===== config.mk =====
export PLATFORM = sky130hd
export DESIGN_NAME = dct_req_arbiter
export DESIGN_NICKNAME = d
export VERILOG_FILES = /design/src/rtl/dct_req_arbiter.sv
export SDC_FILE = /design/constraint.sdc
export NUM_CORES = 1
export LEC_CHECK = 0
export CAP_MARGIN = 20
export CORE_AREA = 8 8 407 409
export CTS_CLUSTER_DIAMETER = 60
export DETAILED_ROUTE_END_ITERATION = 8
export DIE_AREA = 0 0 415 417
export PLACE_DENSITY = 0.32
export SYNTH_ARGS = -nofsm -noshare
export SYNTH_HDL_FRONTEND = slang
export SYNTH_SLANG_ARGS = --single-unit

===== constraint.sdc =====
create_clock -name clk -period 11.6 [get_ports clk]
set_clock_uncertainty 0.1 [all_clocks]
set_input_delay 1.74 -clock clk [delete_from_list [all_inputs] [get_ports clk]]
set_output_delay 1.74 -clock clk [all_outputs]
set_load 0.005 [all_outputs]

===== src/rtl/dct_req_arbiter.sv =====
// dct_req_arbiter: shares one in-order 2D-DCT engine between NUM_REQ
// requesters, one 4x4 block (one beat) per transaction.
//
// Ports:
//   clk, reset          clock, synchronous active-high reset
//   s_valid/s_ready     per-requester block handshake (s_ready one-hot or zero)
//   s_data              requester blocks, requester i at [i*IN_WIDTH +: IN_WIDTH]
//   e_in_valid/ready    registered block stage towards the engine
//   e_in_data           block to engine
//   e_out_valid/ready   engine result handshake
//   e_out_data          engine result
//   m_valid/m_ready     per-requester result handshake
//   m_data              result data, broadcast to all requesters
//   outstanding         blocks accepted but not yet returned
//   err_unexpected      sticky: engine result seen with no tag pending
module dct_req_arbiter #(
   parameter int unsigned NUM_REQ         = 4,
   parameter int unsigned IN_WIDTH        = 128,
   parameter int unsigned OUT_WIDTH       = 192,
   parameter int unsigned MAX_OUTSTANDING = 8
) (
   input  logic                                clk,
   input  logic                                reset,
   input  logic [NUM_REQ-1:0]                  s_valid,
   output logic [NUM_REQ-1:0]                  s_ready,
   input  logic [NUM_REQ*IN_WIDTH-1:0]         s_data,
   output logic                                e_in_valid,
   input  logic                                e_in_ready,
   output logic [IN_WIDTH-1:0]                 e_in_data,
   input  logic                                e_out_valid,
   output logic                                e_out_ready,
   input  logic [OUT_WIDTH-1:0]                e_out_data,
   output logic [NUM_REQ-1:0]                  m_valid,
   input  logic [NUM_REQ-1:0]                  m_ready,
   output logic [OUT_WIDTH-1:0]                m_data,
   output logic [$clog2(MAX_OUTSTANDING):0]    outstanding,
   output logic                                err_unexpected
);

   localparam int unsigned ID_W  = (NUM_REQ > 1) ? $clog2(NUM_REQ) : 1;
   localparam int unsigned IDX_W = ID_W + 1;
   localparam int unsigned PTR_W = $clog2(MAX_OUTSTANDING);
   localparam int unsigned CNT_W = PTR_W + 1;

   logic [ID_W-1:0]     rr_ptr;
   logic [ID_W-1:0]     rr_next;
   logic [ID_W-1:0]     tag_mem [MAX_OUTSTANDING];
   logic [PTR_W-1:0]    wr_ptr;
   logic [PTR_W-1:0]    rd_ptr;
   logic [ID_W-1:0]     head;
   logic                empty;
   logic                full;
   logic                slot_free;
   logic                can_issue;
   logic                grant_vld;
   logic [ID_W-1:0]     grant_id;
   logic [IDX_W-1:0]    scan_idx;
   logic [IN_WIDTH-1:0] grant_data;
   logic                pop;

   // FIFO occupancy is tracked by the outstanding counter alone
   assign empty     = (outstanding == '0);
   assign full      = (outstanding == CNT_W'(MAX_OUTSTANDING));
   assign slot_free = e_in_ready | ~e_in_valid;
   assign can_issue = slot_free & ~full & ~reset;

   // Round-robin scan starting at rr_ptr, wrapping at NUM_REQ
   always_comb begin
      s_ready   = '0;
      grant_vld = 1'b0;
      grant_id  = '0;
      scan_idx  = '0;
      if (can_issue) begin
         for (int k = 0; k < NUM_REQ; k++) begin
            scan_idx = {1'b0, rr_ptr} + IDX_W'(k);
            if (scan_idx >= IDX_W'(NUM_REQ)) begin
               scan_idx = scan_idx - IDX_W'(NUM_REQ);
            end
            if (!grant_vld && s_valid[scan_idx[ID_W-1:0]]) begin
               grant_vld = 1'b1;
               grant_id  = scan_idx[ID_W-1:0];
            end
         end
      end
      if (grant_vld) begin
         s_ready[grant_id] = 1'b1;
      end
   end

   // Block selected for the engine stage
   always_comb begin
      grant_data = '0;
      for (int i = 0; i < NUM_REQ; i++) begin
         if (grant_id == ID_W'(i)) begin
            grant_data = s_data[i*IN_WIDTH +: IN_WIDTH];
         end
      end
   end

   assign rr_next = (grant_id == ID_W'(NUM_REQ - 1)) ? '0 : grant_id + ID_W'(1);

   // Return path: results go to whoever owns the FIFO head
   assign head        = tag_mem[rd_ptr];
   assign e_out_ready = ~empty & m_ready[head];
   assign m_data      = e_out_data;
   assign pop         = e_out_valid & e_out_ready;

   always_comb begin
      m_valid = '0;
      for (int j = 0; j < NUM_REQ; j++) begin
         m_valid[j] = e_out_valid & ~empty & (head == ID_W'(j));
      end
   end

   // Engine input stage, arbitration pointer and tag FIFO pointers
   always_ff @(posedge clk) begin
      if (reset) begin
         e_in_valid <= 1'b0;
         e_in_data  <= '0;
         rr_ptr     <= '0;
         wr_ptr     <= '0;
         rd_ptr     <= '0;
      end else begin
         if (grant_vld) begin
            e_in_valid <= 1'b1;
            e_in_data  <= grant_data;
            rr_ptr     <= rr_next;
            wr_ptr     <= wr_ptr + PTR_W'(1);
         end else if (slot_free) begin
            e_in_valid <= 1'b0;
         end
         if (pop) begin
            rd_ptr <= rd_ptr + PTR_W'(1);
         end
      end
   end

   // Tag storage needs no reset: validity comes from the counter
   always_ff @(posedge clk) begin
      if (!reset && grant_vld) begin
         tag_mem[wr_ptr] <= grant_id;
      end
   end

   // In-flight counter and sticky protocol error
   always_ff @(posedge clk) begin
      if (reset) begin
         outstanding    <= '0;
         err_unexpected <= 1'b0;
      end else begin
         unique case ({grant_vld, pop})
            2'b10:   outstanding <= outstanding + CNT_W'(1);
            2'b01:   outstanding <= outstanding - CNT_W'(1);
            default: outstanding <= outstanding;
         endcase
         if (e_out_valid && empty) begin
            err_unexpected <= 1'b1;
         end
      end
   end

endmodule


* Word level (Yosys, flattened, before mapping)
Memories as Yosys holds them, arrays and structs flattened. A register that Yosys moved wholly into a read port is not among the register bits.
Cells that the tools add are included.
** Storage, ports and cells
- Logic and storage cells :: 115
- Memory bits (writable) :: 16
- Input port bits :: 716
- Register bits :: 142
- Output and inout port bits :: 335
- Memories kept :: 1
** Operators by class
- Reduce and logical (&&, ||, !) cells :: 15
- Add/sub/neg operators :: 12
- Mux-type cells :: 46
- Equal/unequal tests :: 9
- Magnitude comparators :: 11
- Bitwise logic cells :: 14
** Memories
- tag_mem :: depth 8, width 2, read ports 1, clocked after Yosys merged registers in 1, wr ports 1, line 47 : logic [ID_W-1:0] tag_mem [MAX_OUTSTANDING];
** Operators by type and width (number)
- $mux 128 :: 4
- $mux 2 :: 14
- $lt 2x3->1 const B :: 6
- $mux 1 :: 18
- $bmux 1 s2 :: 5
- $eq 2x2->1 const B :: 5
- $and 1x1->1 :: 9
- $ge 3x3->1 const B :: 3
- $pmux 4 s2 :: 1
- $sub 2x1->2 const B :: 4
- $add 2x2->3 const B :: 2
- $add 3x1->3 const B :: 2
- $eq 2x1->1 const B :: 3
- $logic_and 1x1->1 :: 6
- $mux 3 :: 2
- $add 4x1->4 const B :: 1
- $eq 4x4->1 const B :: 1
- $logic_not 1->1 :: 4
- $logic_not 2->1 :: 2
- $logic_not 4->1 :: 1
- $mux 4 :: 1
- $not 1->1 :: 4
- $reduce_bool 2->1 :: 2
- $sub 4x1->4 const B :: 1
- other kinds (6) :: 6

* Depth between registers and ports, before layout
Gate-level depths: netlist of run 1.
- Depth in word-level cells :: 26
- Mapped depth :: 14
- Gate-level depth less buffers :: 11

* Worst setup path after synthesis of run 1
Ideal clock, no wire load.
- Path type :: input -> output
- Start :: in e_in_ready
- End :: out s_ready[3]
- Required time :: 9760 ps
- Stages :: 9
- Arrival :: 4307 ps
- Slack :: 5453 ps
- Path buffers :: 3
- Cell sequence :: nor2b_1 a2111oi_4 inv_2 a311oi_1 ha_1 clkbuf_1 clkbuf_1 clkbuf_1 and2_1
** On the way
- Cells in the longest elaborated chain, start to end :: 9
- Elaborated cells on any way between the ends :: 11
- Those cells by class :: order compare (2); mux (5); bitwise (3); reduce/logical (1)
** Ends and longest elaborated chain
- start: declaration :: line 28 : input logic e_in_ready,
- $or 1x1->1 (*) :: line 64 : assign slot_free = e_in_ready | ~e_in_valid;
- $and 1x1->1 (*) (2 in series) :: line 65 : assign can_issue = slot_free & ~full & ~reset;
- $mux 2 (*) :: line 73 : if (can_issue) begin
- via grant_id[0] :: line 56 : logic [ID_W-1:0] grant_id;
- $lt 2x3->1 (implied by the code) / $ge 2x1->1 (equally long branches) :: line 86 : s_ready[grant_id] = 1'b1;
- $logic_and 1x1->1 (implied by the code) :: line 86
- $mux 1 (implied by the code) :: line 86
- $demux 1 s2 (*) :: line 86
- $mux 4 (*) :: line 85 : if (grant_vld) begin
- end: declaration :: line 25 : output logic [NUM_REQ-1:0] s_ready,
The timed path passes the listed nets; every way through them passes the cells marked *.

* Final worst setup path of run 1
- Start :: in e_in_ready
- End :: out s_ready[0]
Same word-level chain as after synthesis.

==> results of run 1 <==
## cell type report
class / instances / share of cell area (%)
clock inverters: 13 / 0.589
well taps: 2086 / 13.1
inverters: 5 / 0.0940
multi-input cells: 1137 / 32.6
repair buffers: 684 / 34.1
clock buffers: 19 / 2.22
diodes: 26 / 0.326
flip-flops and latches: 161 / 17.0
## cell usage in the layout (no fill, tap or decap), types with 4 or more instances in the layout
cell / count
sky130_fd_sc_hd__inv_1: 4
sky130_fd_sc_hd__nand2_1: 264
sky130_fd_sc_hd__clkdlybuf4s50_1: 665
sky130_fd_sc_hd__o21ai_0: 5
sky130_fd_sc_hd__dfxtp_1: 145
sky130_fd_sc_hd__ha_4: 4
sky130_fd_sc_hd__and2_1: 4
sky130_fd_sc_hd__nand3b_1: 130
sky130_fd_sc_hd__inv_6: 4
sky130_fd_sc_hd__clkbuf_16: 17
sky130_fd_sc_hd__ha_1: 5
sky130_fd_sc_hd__inv_8: 4
sky130_fd_sc_hd__buf_4: 17
sky130_fd_sc_hd__xor2_1: 4
sky130_fd_sc_hd__o211a_1: 129
sky130_fd_sc_hd__edfxtp_1: 16
sky130_fd_sc_hd__diode_2: 26
sky130_fd_sc_hd__nor2_1: 147
sky130_fd_sc_hd__nand2b_1: 5
sky130_fd_sc_hd__nor2b_1: 6
sky130_fd_sc_hd__nor3_1: 134
sky130_fd_sc_hd__a21oi_1: 264
## flip-flops by register name (all words and copies together) (netlist names), named ones only
| signal | cells |
|---|---|
| rd_ptr | 3 |
| err_unexpected | 1 |
| tag_mem | 16 |
| e_in_valid | 1 |
| rr_ptr | 2 |
| outstanding | 4 |
| wr_ptr | 3 |
| e_in_data | 128 |
## power by group through the flow
| stage | Clock, mW | Combinational (mW) | Sequential, mW |
|---|---|---|---|
| floorplan | 0 | 0.488 | 0.687 |
| global placement | 0 | 1.00 | 0.703 |
| detailed placement | 0 | 0.997 | 0.704 |
| CTS | 0.678 | 1.00 | 0.691 |
| global route | 0.688 | 1.07 | 0.700 |
| finish | 0.619 | 0.976 | 0.689 |
## metrics by stage
stage               util, %  setup WS (ns)  hold slack (ns)
floorplan                 -           5.45            0.360
global placement       12.1           4.64            0.380
detailed placement     12.1           4.64            0.386
CTS                    12.5           4.63            0.397
global route           12.5           4.59            0.418
finish                 12.5           4.87            0.390
## routing by layer
layer | share of wire (%) | GRT usage (%) | up-vias
met2 | 48 | 18.8 | 559
met5 | 0.31 | 0 | -
li1 | - | - | 6260
met4 | 2.9 | 4.21 | 48
met3 | 9.6 | 5.23 | 221
met1 | 39 | 12.8 | 6313
## worst max-delay path, cell delays in order
cell and delay [ns]:
sky130_fd_sc_hd__clkdlybuf4s50_1 0.40, sky130_fd_sc_hd__nor2b_1 0.69, sky130_fd_sc_hd__a2111oi_4 0.13, sky130_fd_sc_hd__inv_2 0.20, sky130_fd_sc_hd__a311oi_1 0.08, sky130_fd_sc_hd__buf_4 0.21
sky130_fd_sc_hd__inv_1 0.17, sky130_fd_sc_hd__ha_4 0.51, sky130_fd_sc_hd__and2_1 0.22, sky130_fd_sc_hd__clkdlybuf4s50_1 0.53
## kinds of logic after synthesis
group / Yosys count / synth area share [%]
simple gates: 702 / 28.4
compound gates: 408 / 23.0
buf+inv: 344 / 17.1
flops: 161 / 28.5
mux: 12 / 1.65
fa+ha+maj: 9 / 0.949
xor+xnor: 6 / 0.443
## how the worst min path moves through the flow
stage | from | to | cells after the start
after floorplan | rd_ptr[1] | register | 2
after global placement | e_in_data[115] | e_in_data[115] | 2
after detailed placement | e_in_data[113] | e_in_data[113] | 2
after CTS | e_in_data[16] | e_in_data[16] | 2
after global routing | e_in_data[67] | e_in_data[67] | 2
final | e_in_data[19] | e_in_data[19] | 2
==> results.sh, run 1 <==
export IMPL_status="finished, final reports clean"
export IMPL_fin_total_pwr_mw=2.28
export IMPL_drc=0
export IMPL_drt_antenna_violating_nets=0
export IMPL_layout_drive_gt1_share_pct=3.12
export IMPL_worst_r2r_endpoint="e_in_data[32]"
export IMPL_worst_setup_path_end_kind="primary output"
export IMPL_synth_top_area_cell="sky130_fd_sc_hd__dfxtp_1"
export IMPL_timing_max_slew_rel_slack_pct=31.0
export IMPL_p_seq_share_pct=30.2
export IMPL_via_per_inst=3.24
export IMPL_postCtsSetupRepairBufs=0
export IMPL_fillCellCount=18400
export IMPL_beginning_of_the_worst_register_to_register_path="outstanding[1]"
export IMPL_cts_root_buf="sky130_fd_sc_hd__clkbuf_16"
export IMPL_data_arrival_time_of_the_critical_path_ns=4.89
export IMPL_dominantRegCellSynth="sky130_fd_sc_hd__dfxtp_1"
export IMPL_cts_made_buffers=17
export IMPL_grt_util_all_layers_pct=11.3
export IMPL_yosys_cell_types_count=45
export IMPL_depth_of_the_worst_register_to_register_path=13
export IMPL_vdd_drop_max_uv=88.8
export IMPL_p_int_mw=1.40
export IMPL_launch_point_of_the_critical_path="e_in_ready"
export IMPL_clk_sink_count=161
export IMPL_final_period_minus_worst_setup_slack_ns=6.73
export IMPL_io_buffers=666
export IMPL_synth_edf_count=16
export IMPL_floorplan_die_height_um=417
export IMPL_start_kind="input port"
export IMPL_clk_latency_ns=0.53
export IMPL_finalWirelength_um=103000
export IMPL_min_period_over_period_pct=58.0
export IMPL_finalSetupViolCount=0
export IMPL_cts_repair_resize_count=0
export IMPL_seq_area_frac_synth_pct=28.5
export IMPL_p_per_area_nw_per_um2=114
export IMPL_max_clock_freq_ghz=0.149
export IMPL_drt_first_pass_iters=7
export IMPL_reg2reg_setup_slack_ns=6.71
export IMPL_grt_pass1_vias=13600
export IMPL_clockPowerShare_pct=27.1
export IMPL_clk_path_buf_depth=2
export IMPL_post_synth_top_area_fraction_pct=24.5
export IMPL_postLayoutCellArea_um2=20000
export IMPL_areaGrowthSynthToFinish_pct=68.2
export IMPL_synth_cell_area_um2=11900
export IMPL_boundaryPins=1051
export IMPL_post_detail_place_hpwl_um=84200
export IMPL_worst_pin_slew_ns=1.04
export IMPL_gp_routability_congestion=0.789
export IMPL_finish_net_count=2731
export IMPL_hp_class="register to register"
export IMPL_coreArea_um2=159000
export IMPL_final_hold_violation_count=0
export IMPL_final_non_filler_cells=4131
export IMPL_initialDrtViolationCount=839
export IMPL_timing_critical_path_required_ns=9.76
export IMPL_combinationalPowerShare_pct=42.7
export IMPL_fin_setup_tns_ns=0
export IMPL_place_detailed_instances=4073
export IMPL_critical_path_max_fanout=37
export IMPL_synth_fp_nets=2367
export IMPL_timing_setup_critical_path_class="input port to primary output"
export IMPL_initial_core_util_pct=7.45
export IMPL_sequential_cell_area_um2=3380
export IMPL_asyncSetResetFlopFracSynth_pct=0
export IMPL_leakagePower_nw=7.26
export IMPL_cts_hold_buffers=0
export IMPL_clock_tree_from_tritoncts="built"
export IMPL_cell_types_occupying_the_most_area_after_synthesis="sky130_fd_sc_hd__dfxtp_1 (24%), sky130_fd_sc_hd__buf_4 (12%), sky130_fd_sc_hd__a21oi_1 (11%)"
export IMPL_power_share_switching_pct=38.5
export IMPL_cts_htree_levels=4
export IMPL_initial_antenna_violation_count=79
export IMPL_ys_ff_latch=161
export IMPL_cts_clk_slew_worst_paths_ns=0.07
export IMPL_postSynthCellCount=1642
export IMPL_switchingPower_mw=0.880
export IMPL_multi_input_area_um2=6500
export IMPL_synth_warning_count=0
export IMPL_placement_rows=147
export IMPL_grt_pass1_wl_um=132000
export IMPL_grt_start_max_net_pins=122
export IMPL_timing_final_max_slew_violations=0
export IMPL_synth_area_per_cell_um2=7.23
export IMPL_critPathCapture="s_ready[0]"
export IMPL_max_cap_violations=0
export IMPL_dieArea_um2=173000
export IMPL_ys_top_cells_by_count="sky130_fd_sc_hd__a21oi_1 (264), sky130_fd_sc_hd__nand2_1 (264), sky130_fd_sc_hd__buf_4 (192)"
export IMPL_grt_setup_unrepaired="false"
export IMPL_wl_per_cell_um=24.9
export IMPL_dr_total_vias=13400
export IMPL_gr_total_overflow=0
export IMPL_floorplan_die_width_um=415
export IMPL_placedInstanceArea_um2=19300
Note: power is estimated with default switching activity, not from simulation.
==> inputs of run 2 (changes only) <==
--- a/config.mk
+++ b/config.mk
@@ -6,11 +6,11 @@
 export NUM_CORES = 1
 export LEC_CHECK = 0
 export CAP_MARGIN = 20
-export CORE_AREA = 8 8 407 409
+export CORE_AREA = 8 8 401 403
 export CTS_CLUSTER_DIAMETER = 60
 export DETAILED_ROUTE_END_ITERATION = 8
-export DIE_AREA = 0 0 415 417
-export PLACE_DENSITY = 0.32
+export DIE_AREA = 0 0 409 411
+export PLACE_DENSITY = 0.33
 export SYNTH_ARGS = -nofsm -noshare
 export SYNTH_HDL_FRONTEND = slang
 export SYNTH_SLANG_ARGS = --single-unit
==> constraint.sdc (replaced) <==
create_clock -name clk -period 6.95 [get_ports clk]
set_clock_uncertainty 0.1 [all_clocks]
set_input_delay 1.0425 -clock clk [delete_from_list [all_inputs] [get_ports clk]]
set_output_delay 1.0425 -clock clk [all_outputs]
set_load 0.005 [all_outputs]
==> results.sh, run 2 (synthesized netlist as in run 1, its figures left out) <==
export IMPL_floorplan_die_width_um=409
export IMPL_grt_start_max_net_pins=132
export IMPL_wl_per_cell_um=22.0
export IMPL_cts_root_buf="sky130_fd_sc_hd__clkbuf_16"
export IMPL_worst_pin_slew_ns=0.892
export IMPL_switchingPower_mw=1.48
export IMPL_final_hold_violation_count=0
export IMPL_fillCellCount=17900
export IMPL_layout_core_utilization_pct=13.0
export IMPL_finalSetupViolCount=0
export IMPL_max_cap_violations=0
export IMPL_drt_first_pass_iters=8
export IMPL_initial_antenna_violation_count=44
export IMPL_power_share_switching_pct=38.2
export IMPL_holdCritStartpoint="err_unexpected"
export IMPL_max_flop_register="e_in_data"
export IMPL_launch_point_of_the_critical_path="s_valid[0]"
export IMPL_grt_pass1_vias=13400
export IMPL_io_buffers=666
export IMPL_p_per_area_nw_per_um2=193
export IMPL_dr_total_vias=13100
export IMPL_grt_setup_unrepaired="false"
export IMPL_cts_htree_levels=4
export IMPL_clk_path_buf_depth=2
export IMPL_drc=0
export IMPL_hp_class="register to register"
export IMPL_grt_util_all_layers_pct=10.2
export IMPL_via_per_inst=3.20
export IMPL_layout_cells_most_common_list="sky130_fd_sc_hd__clkdlybuf4s50_1 (665), sky130_fd_sc_hd__nand2_1 (264), sky130_fd_sc_hd__a21oi_1 (264)"
export IMPL_p_int_mw=2.40
export IMPL_gp_routability_congestion=0.788
export IMPL_initialDrtViolationCount=686
export IMPL_beginning_of_the_worst_register_to_register_path="outstanding[2]"
export IMPL_dieArea_um2=168000
export IMPL_data_arrival_time_of_the_critical_path_ns=4.18
export IMPL_areaGrowthSynthToFinish_pct=69.4
export IMPL_timing_max_slew_rel_slack_pct=40.5
export IMPL_clk_latency_ns=0.52
export IMPL_largest_registers="e_in_data (128), tag_mem (16), outstanding (4)"
export IMPL_placement_rows=145
export IMPL_largest_register_ffs=128
export IMPL_placedInstanceArea_um2=19500
export IMPL_boundaryPins=1051
export IMPL_clk_sink_count=161
export IMPL_cts_repair_resize_count=0
export IMPL_postCtsSetupRepairBufs=0
export IMPL_coreArea_um2=155000
export IMPL_timing_final_max_slew_violations=0
export IMPL_leakagePower_nw=7.36
export IMPL_cts_clk_slew_worst_paths_ns=0.10
export IMPL_final_period_minus_worst_setup_slack_ns=5.32
export IMPL_final_common_cell="sky130_fd_sc_hd__clkdlybuf4s50_1"
export IMPL_cts_made_buffers=17
export IMPL_postLayoutCellArea_um2=20100
export IMPL_gr_total_overflow=0
export IMPL_status="finished, final reports clean"
export IMPL_min_period_over_period_pct=76.5
export IMPL_layout_drive_gt1_share_pct=3.79
export IMPL_finish_net_count=2744
export IMPL_initial_core_util_pct=7.67
export IMPL_finalWirelength_um=90000
export IMPL_drt_antenna_violating_nets=0
export IMPL_post_detail_place_hpwl_um=73200
export IMPL_combinationalPowerShare_pct=42.8
export IMPL_critical_path_max_fanout=24
export IMPL_clockPowerShare_pct=27.8
export IMPL_max_clock_freq_ghz=0.188
export IMPL_worst_setup_path_end_kind="primary output"
export IMPL_p_seq_share_pct=29.4
export IMPL_timing_critical_path_required_ns=5.81
export IMPL_start_kind="input port"
export IMPL_vdd_drop_max_uv=173
export IMPL_floorplan_die_height_um=411
export IMPL_grt_pass1_wl_um=119000
export IMPL_cts_hold_buffers=0
export IMPL_timing_hold_ws_ns=0.376
export IMPL_clock_tree_from_tritoncts="built"
export IMPL_fin_setup_tns_ns=0
export IMPL_timing_setup_critical_path_class="input port to primary output"
## run 2: cell count changes in the layout (fill, tap and decap cells not counted), sizes merged
| cell | before | now |
|---|---|---|
| diode | 26 | 10 |
| bufinv | 0 | 1 |
| clkbuf | 19 | 17 |
| clkinv | 3 | 6 |
| inv | 13 | 11 |
| buf | 19 | 32 |
## run 2: layout make-up
cell class / instances / area, um^2 / share of cell area, %
Antenna cell: 10 / 25.0 / 0.124
Clock buffer: 17 / 425 / 2.12
Clock inverter: 15 / 190 / 0.946
Inverter: 5 / 18.8 / 0.0933
Multi-Input combinational cell: 1137 / 6500 / 32.3
Sequential cell: 161 / 3380 / 16.8
Tap cell: 2058 / 2570 / 12.8
Timing Repair Buffer: 697 / 6990 / 34.7
## run 2: worst max-delay path, cell delays in order
cell and delay [ns]:
sky130_fd_sc_hd__clkdlybuf4s50_1 0.59, sky130_fd_sc_hd__nor4_1 0.14, sky130_fd_sc_hd__a2111oi_4 0.38, sky130_fd_sc_hd__inv_2 0.18, sky130_fd_sc_hd__a311oi_1 0.32, sky130_fd_sc_hd__buf_4 0.26
sky130_fd_sc_hd__ha_4 0.48, sky130_fd_sc_hd__and2_1 0.20, sky130_fd_sc_hd__clkdlybuf4s50_1 0.56
## run 2: power groups by stage
stage	clock (mW)	combinational [mW]	sequential (mW)
2_1_floorplan	0	0.815	1.15
3_3_place_gp	0	1.70	1.16
3_5_place_dp	0	1.70	1.16
4_1_cts	1.16	1.71	1.14
5_1_grt	1.17	1.82	1.16
6_report	1.08	1.66	1.14
## run 2: layer usage
layer | track usage (%) | up-vias | share of wire, %
met1 | 12.8 | 6096 | 43
li1 | - | 6251 | -
met3 | 4.48 | 196 | 9.6
met2 | 15.3 | 571 | 44
met5 | 0 | - | 0.18
met4 | 3.97 | 26 | 3.1
## run 2: stage by stage
step / setup slack (ns) / cells / power [mW]
2_1_floorplan: 2.20 / 1642 / 1.96
3_3_place_gp: 1.51 / 4058 / 2.86
3_5_place_dp: 1.54 / 4058 / 2.86
4_1_cts: 1.53 / 4090 / 4.01
5_1_grt: 1.44 / 4096 / 4.15
6_report: 1.63 / 4100 / 3.88
## run 2: worst paths after layout
path               endpoint  slack (ns)  depth (start not counted)
min reg2reg  err_unexpected        0.38                          2
max              s_ready[1]        1.63                          9
max reg2reg   e_in_data[41]        2.69                         12
min          err_unexpected        0.38                          2
==> inputs of run 3 (changes only) <==
==> constraint.sdc (replaced) <==
create_clock -name clk -period 5.45 [get_ports clk]
set_clock_uncertainty 0.1 [all_clocks]
set_input_delay 0.8175 -clock clk [delete_from_list [all_inputs] [get_ports clk]]
set_output_delay 0.8175 -clock clk [all_outputs]
set_load 0.005 [all_outputs]
==> results.sh, run 3 (synthesized netlist as in run 1, its figures left out) <==
export IMPL_status="finished, final reports clean"
export IMPL_largest_register_ffs=128
export IMPL_largest_registers="e_in_data (128), tag_mem (16), outstanding (4)"
export IMPL_final_period_minus_worst_setup_slack_ns=4.75
export IMPL_drt_antenna_violating_nets=0
export IMPL_timing_setup_critical_path_class="input port to primary output"
export IMPL_drt_first_pass_iters=7
export IMPL_drc=0
export IMPL_floorplan_die_width_um=409
export IMPL_max_cap_violations=0
export IMPL_dieArea_um2=168000
export IMPL_leakagePower_nw=7.42
export IMPL_post_detail_place_hpwl_um=73800
export IMPL_cts_htree_levels=4
export IMPL_coreArea_um2=155000
export IMPL_final_common_cell="sky130_fd_sc_hd__clkdlybuf4s50_1"
export IMPL_fillCellCount=17900
export IMPL_grt_util_all_layers_pct=10.2
export IMPL_timing_max_slew_rel_slack_pct=34.8
export IMPL_cts_hold_buffers=0
export IMPL_gr_total_overflow=0
export IMPL_cts_repair_resize_count=0
export IMPL_max_clock_freq_ghz=0.211
export IMPL_initialDrtViolationCount=854
export IMPL_io_buffers=666
export IMPL_initial_core_util_pct=7.67
export IMPL_grt_pass1_wl_um=120000
export IMPL_hp_class="register to register"
export IMPL_p_per_area_nw_per_um2=244
export IMPL_timing_hold_ws_ns=0.383
export IMPL_wl_per_cell_um=21.9
export IMPL_finalWirelength_um=89900
export IMPL_grt_start_max_net_pins=145
export IMPL_clock_tree_from_tritoncts="built"
export IMPL_placement_setup_slack_ns=0.639
export IMPL_initial_antenna_violation_count=45
export IMPL_start_kind="input port"
export IMPL_final_hold_violation_count=0
export IMPL_finish_net_count=2752
export IMPL_postCtsSetupRepairBufs=0
export IMPL_fin_setup_tns_ns=0
export IMPL_vdd_drop_max_uv=141
export IMPL_layout_core_utilization_pct=13.1
export IMPL_via_per_inst=3.25
export IMPL_finalSetupViolCount=0
export IMPL_boundaryPins=1051
export IMPL_cts_root_buf="sky130_fd_sc_hd__clkbuf_16"
export IMPL_layout_cells_most_common_list="sky130_fd_sc_hd__clkdlybuf4s50_1 (665), sky130_fd_sc_hd__nand2_1 (264), sky130_fd_sc_hd__a21oi_1 (264)"
export IMPL_placement_rows=145
export IMPL_timing_critical_path_required_ns=4.53
export IMPL_data_arrival_time_of_the_critical_path_ns=3.83
export IMPL_clk_latency_ns=0.52
export IMPL_clk_sink_count=161
export IMPL_max_flop_register="e_in_data"
export IMPL_clk_path_buf_depth=2
export IMPL_layout_drive_gt1_share_pct=4.17
export IMPL_grt_pass1_vias=13600
export IMPL_floorplan_die_height_um=411
export IMPL_critical_path_max_fanout=16
export IMPL_cts_made_buffers=17
export IMPL_postLayoutSetupSlackWorst_ns=0.703
export IMPL_min_period_over_period_pct=87.1
export IMPL_dr_total_vias=13300
export IMPL_cts_clk_slew_worst_paths_ns=0.09
export IMPL_worst_setup_path_end_kind="primary output"
export IMPL_gp_routability_congestion=0.803
export IMPL_grt_setup_unrepaired="false"
export IMPL_areaGrowthSynthToFinish_pct=70.2
export IMPL_timing_final_max_slew_violations=0
export IMPL_worst_pin_slew_ns=0.978
-- run 3: cell types whose count changed in the layout (fill, tap and decap cells not counted), sizes merged --
cell,change
buf,+8
clkinv,-2
clkinvlp,-1
inv,+3
-- run 3: layout make-up --
class | instances | area, um^2 | share of cell area [%]
timing repair buffer | 705 | 7090 | 35.1
multi-input combinational | 1137 | 6500 | 32.2
sequential | 161 | 3380 | 16.7
tap | 2058 | 2570 | 12.7
clock buffer | 17 | 425 | 2.11
clock inverter | 15 | 181 | 0.898
antenna | 10 | 25.0 | 0.124
inverter | 5 | 18.8 | 0.0929
-- run 3: final timing paths --
path	from	endpoint	slack, ns	depth (start not counted)
worst max-delay path	s_valid[1]	s_ready[2]	0.70	9
worst min-delay path	err_unexpected	err_unexpected	0.38	2
worst max register to register	register	outstanding[2]	1.67	11
worst min register to register	err_unexpected	err_unexpected	0.38	2
-- run 3: metrics by stage --
step	std cells	power [mW]	cell area, um^2
6_report	4108	4.93	20200
5_1_grt	4099	5.29	20200
4_1_cts	4098	5.11	20200
3_5_place_dp	4066	3.63	19600
3_3_place_gp	4066	3.63	19600
2_1_floorplan	1642	2.50	11900
-- run 3: where the power goes --
group | internal (mW) | switching, mW
sequential | 1.34 | 0.0945
combinational | 1.08 | 1.04
clock | 0.660 | 0.725
-- run 3: critical path, stage by stage --
cell,delay (ns)
sky130_fd_sc_hd__clkdlybuf4s50_1,0.59
sky130_fd_sc_hd__nor4_1,0.17
sky130_fd_sc_hd__a2111oi_4,0.33
sky130_fd_sc_hd__inv_2,0.16
sky130_fd_sc_hd__a311oi_1,0.57
sky130_fd_sc_hd__inv_1,0.24
sky130_fd_sc_hd__ha_4,0.31
sky130_fd_sc_hd__and2_1,0.18
sky130_fd_sc_hd__clkdlybuf4s50_1,0.44
-- run 3: metal layers --
layer / up-vias / part of all wire [%] / routed length, um / GRT usage [%]
li1: 6278 / - / - / -
met1: 6266 / 44 / 39700 / 12.9
met2: 576 / 43 / 38800 / 15.4
met3: 190 / 9.8 / 8810 / 4.50
met4: 24 / 2.7 / 2450 / 3.25
met5: - / 0.17 / 150 / 0
